--- config.mk ---
export PLATFORM = sky130hd
export DESIGN_NAME = spdif_tx
export DESIGN_NICKNAME = d
export VERILOG_FILES = /design/src/rtl/spdif_pkg.sv /design/src/rtl/spdif_bmc_enc.sv /design/src/rtl/spdif_tx.sv
export SDC_FILE = /design/constraint.sdc
export NUM_CORES = 1
export LEC_CHECK = 0
export BUFFER_PORTS_ARGS = -buffer_cell sky130_fd_sc_hd__buf_2
export CORE_AREA = 2 2 106 108
export CTS_CLUSTER_DIAMETER = 200
export DETAILED_ROUTE_END_ITERATION = 8
export DIE_AREA = 0 0 108 110
export GPL_ROUTABILITY_DRIVEN = 0
export HOLD_SLACK_MARGIN = 0.06
export PLACE_DENSITY = 0.84
export SLEW_MARGIN = 20
export SYNTH_ARGS = -nofsm -noshare
export SYNTH_HDL_FRONTEND = slang
export SYNTH_SLANG_ARGS = --single-unit
--- constraint.sdc ---
create_clock -name clk -period 2.6 [get_ports clk]
set_input_delay 0 -clock clk [delete_from_list [all_inputs] [get_ports clk]]
set_output_delay 0 -clock clk [all_outputs]
set_load 0.005 [all_outputs]
--- src/rtl/spdif_pkg.sv ---
// spdif_pkg: constants and helpers shared by the S/PDIF transmitter and receiver.
//   - FSM state and channel enums
//   - raw preamble patterns B/M/W, first half-bit in bit 7
//   - slot indices inside a 32-slot subframe
//   - default consumer channel-status block (copy permitted, 48 kHz)
package spdif_pkg;

  typedef enum logic {
    ST_PRE  = 1'b0,
    ST_DATA = 1'b1
  } state_t;

  typedef enum logic {
    CH_L = 1'b0,
    CH_R = 1'b1
  } chan_t;

  localparam int SUBFRAME_HB = 64;
  localparam int PRE_HB      = 8;

  localparam logic [7:0] PRE_B = 8'b1110_1000;
  localparam logic [7:0] PRE_M = 8'b1110_0010;
  localparam logic [7:0] PRE_W = 8'b1110_0100;

  localparam int SLOT_DATA = 4;
  localparam int SLOT_V    = 28;
  localparam int SLOT_U    = 29;
  localparam int SLOT_C    = 30;
  localparam int SLOT_P    = 31;

  // Bit 2: copy permitted; bit 25: sample-rate field value for 48 kHz.
  localparam logic [191:0] CSTAT_DEFAULT = (192'd1 << 2) | (192'd1 << 25);

  function automatic logic [7:0] preamble_sel(input logic first_frame, input chan_t ch);
    if (ch == CH_R) return PRE_W;
    return first_frame ? PRE_B : PRE_M;
  endfunction

  // A valid ack is exactly the one-hot code of the requested channel.
  function automatic logic ack_hit(input logic [1:0] ack, input chan_t ch);
    return ack == ((ch == CH_R) ? 2'b10 : 2'b01);
  endfunction

endpackage

--- src/rtl/spdif_bmc_enc.sv ---
// spdif_bmc_enc: biphase-mark half-bit generator with preamble injection.
// Ports:
//   clk, rst          clock, asynchronous active-low reset
//   i_step            advance the line to the next half-bit this cycle
//   i_pre             next half-bit is a raw preamble half-bit
//   i_pre_start       next half-bit is the first of a preamble
//   i_pre_bit         raw (uninverted) preamble half-bit value
//   i_slot_start      next half-bit is the first half of a data slot
//   i_bit             data bit of the current slot
//   o_line            biphase-mark line level
module spdif_bmc_enc (
  input  logic clk,
  input  logic rst,
  input  logic i_step,
  input  logic i_pre,
  input  logic i_pre_start,
  input  logic i_pre_bit,
  input  logic i_slot_start,
  input  logic i_bit,
  output logic o_line
);

  logic r_line;
  logic r_inv;
  logic w_inv;

  // The inversion decision is taken from the level just before the preamble
  // and held for all 8 preamble half-bits.
  assign w_inv = i_pre_start ? r_line : r_inv;

  always_ff @(posedge clk or negedge rst) begin
    if (!rst) begin
      r_line <= 1'b0;
      r_inv  <= 1'b0;
    end else if (i_step) begin
      if (i_pre) begin
        r_inv  <= w_inv;
        r_line <= i_pre_bit ^ w_inv;
      end else if (i_slot_start || i_bit) begin
        r_line <= ~r_line;
      end
    end
  end

  assign o_line = r_line;

endmodule

--- src/rtl/spdif_tx.sv ---
// spdif_tx: S/PDIF (IEC 60958) biphase-mark transmitter.
// Ports:
//   clk         single clock
//   rst         asynchronous active-low reset
//   pop_o       one-cycle request for the sample of the following subframe
//   ack_i       sample valid, bit0 = left, bit1 = right
//   data_i      24-bit PCM sample, valid with ack_i
//   cstat_i     192-bit channel-status block, bit i in frame i
//   spdif_o     biphase-mark line output
//   block_o     one-cycle pulse at the start of frame 0 (B preamble)
//   underrun_o  one-cycle pulse when a subframe starts without a sample
// Build option: SPDIF_TX_CSTAT_EN takes the C bits from cstat_i, latched at
// each block start; otherwise cstat_i is ignored and CSTAT_DEFAULT is sent.
// Handshake: pop_o requests a sample for the channel after the current one;
// the first ack_i cycle carrying that channel's one-hot code latches data_i.
// Further acks until the next subframe boundary are dropped; an ack on the
// boundary cycle itself answers the request issued at that boundary.
module spdif_tx
  import spdif_pkg::*;
#(
  parameter int HALFBIT_DIV      = 8,
  parameter int FRAMES_PER_BLOCK = 192
) (
  input  logic         clk,
  input  logic         rst,
  output logic         pop_o,
  input  logic [1:0]   ack_i,
  input  logic [23:0]  data_i,
  input  logic [191:0] cstat_i,
  output logic         spdif_o,
  output logic         block_o,
  output logic         underrun_o
);

  localparam int DW = (HALFBIT_DIV > 1) ? $clog2(HALFBIT_DIV) : 1;
  localparam logic [DW-1:0] DIV_LAST   = DW'(HALFBIT_DIV - 1);
  localparam logic [7:0]    FRAME_LAST = 8'(FRAMES_PER_BLOCK - 1);

  logic          r_run;
  logic [DW-1:0] r_div;
  logic [5:0]    r_hb;
  state_t        r_state;
  logic [7:0]    r_frame;
  chan_t         r_ch;
  logic          r_full;
  logic [23:0]   r_buf;
  logic [31:0]   r_word;
  logic [7:0]    r_pat;
  logic          r_pop;
  logic          r_block;
  logic          r_underrun;

  logic          w_step;
  logic          w_boundary;
  logic [5:0]    w_hb_n;
  state_t        w_state_n;
  logic [7:0]    w_frame_n;
  chan_t         w_ch_n;
  chan_t         w_req_cur;
  chan_t         w_req_n;
  logic          w_block_n;
  logic [7:0]    w_pat_n;
  logic [23:0]   w_data;
  logic          w_c;
  logic          w_par;
  logic [31:0]   w_word_n;
  logic          w_pre_bit;
  logic          w_bit;

  assign w_step     = (r_div == DIV_LAST);
  // Before the first subframe the boundary is taken immediately, so the
  // first clock after reset starts frame 0 L.
  assign w_boundary = !r_run || (w_step && r_hb == 6'd63);
  assign w_hb_n     = w_boundary ? 6'd0 : (w_step ? r_hb + 6'd1 : r_hb);

  always_comb begin
    w_ch_n    = r_ch;
    w_frame_n = r_frame;
    if (!r_run) begin
      w_ch_n    = CH_L;
      w_frame_n = 8'd0;
    end else if (w_boundary) begin
      w_ch_n = (r_ch == CH_L) ? CH_R : CH_L;
      if (r_ch == CH_R) w_frame_n = (r_frame == FRAME_LAST) ? 8'd0 : r_frame + 8'd1;
    end
  end

  assign w_req_cur = (r_ch == CH_L) ? CH_R : CH_L;
  assign w_req_n   = (w_ch_n == CH_L) ? CH_R : CH_L;
  assign w_block_n = (w_frame_n == 8'd0) && (w_ch_n == CH_L);
  assign w_pat_n   = w_boundary ? preamble_sel(w_frame_n == 8'd0, w_ch_n) : r_pat;

`ifdef SPDIF_TX_CSTAT_EN
  logic [191:0] r_cstat;
  logic [191:0] w_cstat_src;
  // Frame 0 L is built on the same edge that latches the block, so it
  // reads cstat_i directly.
  assign w_cstat_src = w_block_n ? cstat_i : r_cstat;
  assign w_c         = w_cstat_src[w_frame_n];

  always_ff @(posedge clk or negedge rst) begin
    if (!rst)                         r_cstat <= '0;
    else if (w_boundary && w_block_n) r_cstat <= cstat_i;
  end
`else
  logic w_cstat_unused;
  assign w_cstat_unused = ^cstat_i;
  assign w_c            = CSTAT_DEFAULT[w_frame_n];
`endif

  assign w_data = r_full ? r_buf : 24'd0;
  assign w_par  = ^{w_data, ~r_full, w_c};

  // Word is indexed by slot number; slots 0-3 (preamble) stay zero.
  always_comb begin
    w_word_n                   = '0;
    w_word_n[SLOT_DATA +: 24]  = w_data;
    w_word_n[SLOT_V]           = ~r_full;
    w_word_n[SLOT_U]           = 1'b0;
    w_word_n[SLOT_C]           = w_c;
    w_word_n[SLOT_P]           = w_par;
  end

  // Two-state FSM: PRE covers half-bits 0-7, DATA covers 8-63.
  always_comb begin
    w_state_n = r_state;
    if (w_boundary)
      w_state_n = ST_PRE;
    else if (w_step && r_state == ST_PRE && r_hb == 6'(PRE_HB - 1))
      w_state_n = ST_DATA;
  end

  always_ff @(posedge clk or negedge rst) begin
    if (!rst) r_state <= ST_PRE;
    else      r_state <= w_state_n;
  end

  always_ff @(posedge clk or negedge rst) begin
    if (!rst) begin
      r_run      <= 1'b0;
      r_div      <= '0;
      r_hb       <= 6'd0;
      r_frame    <= 8'd0;
      r_ch       <= CH_L;
      r_full     <= 1'b0;
      r_buf      <= 24'd0;
      r_word     <= 32'd0;
      r_pat      <= 8'd0;
      r_pop      <= 1'b0;
      r_block    <= 1'b0;
      r_underrun <= 1'b0;
    end else begin
      r_run      <= 1'b1;
      r_div      <= (w_boundary || w_step) ? '0 : r_div + 1'b1;
      r_hb       <= w_hb_n;
      r_frame    <= w_frame_n;
      r_ch       <= w_ch_n;
      r_pat      <= w_pat_n;
      r_pop      <= w_boundary;
      r_block    <= w_boundary && w_block_n;
      r_underrun <= w_boundary && !r_full;
      if (w_boundary) begin
        r_word <= w_word_n;
        r_full <= ack_hit(ack_i, w_req_n);
        if (ack_hit(ack_i, w_req_n)) r_buf <= data_i;
      end else if (!r_full && ack_hit(ack_i, w_req_cur)) begin
        r_full <= 1'b1;
        r_buf  <= data_i;
      end
    end
  end

  assign w_pre_bit = w_pat_n[3'd7 - w_hb_n[2:0]];
  assign w_bit     = r_word[w_hb_n[5:1]];

  spdif_bmc_enc u_bmc (
    .clk          (clk),
    .rst          (rst),
    .i_step       (w_boundary || w_step),
    .i_pre        (w_state_n == ST_PRE),
    .i_pre_start  (w_boundary),
    .i_pre_bit    (w_pre_bit),
    .i_slot_start (~w_hb_n[0]),
    .i_bit        (w_bit),
    .o_line       (spdif_o)
  );

  assign pop_o      = r_pop;
  assign block_o    = r_block;
  assign underrun_o = r_underrun;

endmodule

==> summary.md <==
| Metric | Value |
|---|---|
| Status | finished, violations left |
| Failing checks | setup timing |
| Cell family with most CP delay | compound AO/OA/AOI/OAI gates |
| Slew of the pin with the lowest slew margin | 0.7367 ns |
| Avg Inst Size Synth | 10.11 um^2 |
| R2r setup slk | -0.25 ns |
| Slowest cell on the critical path | a2111oi_1 |
| Drt wl/cell | 15.68 um |
| Warnings from Yosys | 0 |
| FILL cells | 883 |
| Io pins | 224 |
| Hold/Removal Path Class | input port to register |
| Crit end category | register |
| Yosys top cell area share | 0.4891 |
| Critical Path, Cell by Cell | ha_2, ha_4, buf_4, mux2i_4, a2111oi_1, a211oi_2, a2111oi_2, or4b_4, a211oi_2, a211o_2, o21ai_2 |
| Async S/R FF share, synth | 1.000 |
| CP dominant cell by count | a211oi_2 |
| Cells after synthesis | 430 |
| Syn Std Cell Area | 0.004349 mm^2 |
| Die Wd | roughly 110 um |
| Largest cells by area after synthesis | dfrtp_1, mux2_2, nand2_1, xnor2_1, nand3_1 |
| Top-count cell post-synth | dfrtp_1 |
| FF-to-FF Start | r_div[1]$_DFF_PN0_ |
| Worst Path Required | 2.90 ns |
| Clock skew | 0.01019 ns |
| Vias in the first global route | about 3500 |
| Crit-path max cell delay | 0.49 ns |
| DR iter-0 viols | 251 |
| Largest net degree at the start of global routing | 86 |
| Final hold vios | 0 |
| Total gr overflow | 0 |
| Fin cells | ~650 |
| CP Class | register to register |
| Final period utilization | 1.097 |
| H-Tree Depth | 3 |
| Leak | 2.459 nW |
| Worst hold start | ack_i[1] |
| Placement Setup Slack | -0.2222 ns |
| First-pass GRT wire length | 16.91 mm |
| Clk Latency, worst-skew pair | 0.37 ns |
| Hold Path Sink | r_full$_DFFE_PN0P_ |
| Max Freq | 0.3505 GHz |
| Clock Tree Buf Depth | 2 |
| Pwr Density | between 600 and 700 mW/mm^2 |
| IO buf count | 31 |
| HPWL after DPL | 6.674 mm |
| Gr usage total | 0.1823 |
| Hold depth | 3 |
| Max Fanout on Critical Path | 5 |
| Drt first pass iters | 5 |
| Nets | 732 |
| Total power | 3.388 mW |
| Crit path launch type | register |
| Site row count | 38 |
| Setup WS post-layout | -0.2532 ns |
| FF-to-FF End | u_bmc.o_line$_DFFE_PN0P_ |
| RSZ-0062 raised after global routing | true |
| Starting density of the core | 0.4065 |
| Clk sinks | 85 |
| TritonCTS clock tree | done |
| Placed cells | 610 |
| Height of the die | roughly 110 um |
| Fin crit period | between 2 and 3 ns |
| Post-DRT Antenna Nets | 0 |
| DIE AREA | 0.01188 mm^2 |
| Area growth from synthesis to layout | 25.58% |
| Slew headroom | 0.5088 |
| Post-synthesis net count | between 600 and 700 |
| Area leader, netlist | dfrtp_1 |
| Final wirelength | just over 10 mm |
| Worst-case reg-to-reg path depth | 11 |
| Initial antenna violation count | 0 |
| Worst EP arrival | 3.16 ns |
| Inserted Clock Buffers | 9 |
| Seq/Total Area, Yosys | 0.4891 |
| Via density | 5.410 |
| Worst Path Buf+Inv | 1 |
| Ys flop type | dfrtp_1 |
| Clk root buf | clkbuf_8 |
| Synth Register Bits | 85 |
| Area of the core | 0.01070 mm^2 |
| Count of pins over their slew limit | 0 |
| # DRC | 0 |
| Synth unique cells | 62 |
| N_diodes | 0 |
| Clk pin slew, worst setup/hold paths | around 0.090 ns |
| Vias | between 3000 and 4000 |
| Max_cap viols | 0 |
| # setup viols final | 1 |
| Worst VDD drop | 558.9 uV |
| Top cells by count, synth | dfrtp_1, nand2_1, nand3_1 |
| Share of layout cells above drive strength 1 | 0.2710 |
| Number of synthesized flops with an enable pin | 0 |
## worst max-delay path by stage
stage | end | slack [ns] | startpoint | cells after the start
final | u_bmc.o_line$_DFFE_PN0P_ | -0.25 | r_div[1]$_DFF_PN0_ | 11
after global routing | u_bmc.o_line$_DFFE_PN0P_ | -0.37 | r_div[0]$_DFF_PN0_ | 11
after CTS | u_bmc.o_line$_DFFE_PN0P_ | -0.20 | r_div[1]$_DFF_PN0_ | 11
after detailed placement | u_bmc.o_line$_DFFE_PN0P_ | -0.22 | r_div[1]$_DFF_PN0_ | 11
after global placement | u_bmc.o_line$_DFFE_PN0P_ | -0.11 | r_div[0]$_DFF_PN0_ | 11
after floorplan | u_bmc.o_line$_DFFE_PN0P_ | -0.1 | r_div[0]$_DFF_PN0_ | 13
## registers in the layout (all words and copies together) (netlist names)
register      cells
r_full            1
r_frame           8
r_hb              6
r_ch              1
r_buf            24
r_div             3
u_bmc.r_inv       1
r_pat             8
block_o           1
underrun_o        1
pop_o             1
r_word           27
u_bmc.o_line      1
r_run             1
r_state           1
## where the power goes
group          total (mW)  switching (mW)  internal, mW
Clock                1.03           0.487         0.545
Combinational       0.768           0.365         0.403
Sequential           1.59           0.119          1.47
Total                3.39           0.971          2.42
## cells by family (layout without fill, tap and decap cells)
family                     after synthesis  count (layout)  synth area share
muxes                                   38              38           0.09609
DFF                                     85              85            0.4891
AOI/OAI and AO/OA                       69              69            0.1157
xor gates and xnor gates                33              33           0.06646
other                                    1               1         0.0008622
and+or+nand+nor                        160             160            0.1815
adders and majority gates                4               4           0.01151
buffers and inverters                   40             123           0.03883
## tightest hold or removal path: stages
cell,delay (ns)
buf_2,0.10
nor3b_2,0.05
a211o_1,0.26
## cell type report
type                    count  area, um^2  share of cell area
flip-flops and latches     85        2127              0.3895
well taps                 140       175.2             0.03207
multi-input cells         305        2186              0.4002
inverters                  16       65.06             0.01191
clock inverters             5       83.83             0.01535
repair buffers             91       693.2              0.1269
clock buffers              11       131.4             0.02405
## what timing repair did
item                                    in CTS  in global routing
endpoints found under the setup margin      29                 30
hold endpoints to repair                   110                  0
pin swaps                                    0                  4
setup buffers                                0                  1
gates resized for setup                      6                 23
gates cloned                                 0                  0
hold buffers                                26                  0
## placed cells by master, fill, tap and decap left out, drive strengths merged, types with 3 or more instances in the layout
| cell | count |
|---|---|
| dlygate4sd3 | 26 |
| nand2 | 66 |
| o21ai | 17 |
| dfrtp | 85 |
| nor3 | 6 |
| xor2 | 6 |
| xnor2 | 27 |
| o211ai | 6 |
| a2111oi | 4 |
| a21oi | 14 |
| ha | 4 |
| nand4 | 8 |
| nor2 | 18 |
| clkbuf | 11 |
| and3 | 5 |
| inv | 17 |
| a211oi | 6 |
| a31oi | 4 |
| buf | 65 |
| nand3 | 33 |
| a211o | 3 |
| nor3b | 4 |
| and2 | 6 |
| mux2i | 11 |
| nand2b | 6 |
| mux2 | 27 |
## routing by layer
metal,vias up,wire length [um],global-route usage
li1,1667,-,-
met2,136,5371,0.3284
met5,-,0,0
met3,25,530,0.04174
met4,0,214,0.06044
met1,1705,4121,0.2154
## stage by stage
step           hold slack [ns]  TNS [ns]  cell area [um^2]    util
2_1_floorplan          -0.2956    -1.512              4375       -
3_3_place_gp            0.2267   -0.1106              4861  0.4544
3_5_place_dp            0.2346   -0.5089              4861  0.4544
4_1_cts                0.07863   -0.1958              5361  0.5012
5_1_grt                0.06969   -0.4559              5461  0.5105
6_report               0.07760   -0.2532              5461  0.5105
Power figures use the tool's default switching activity.
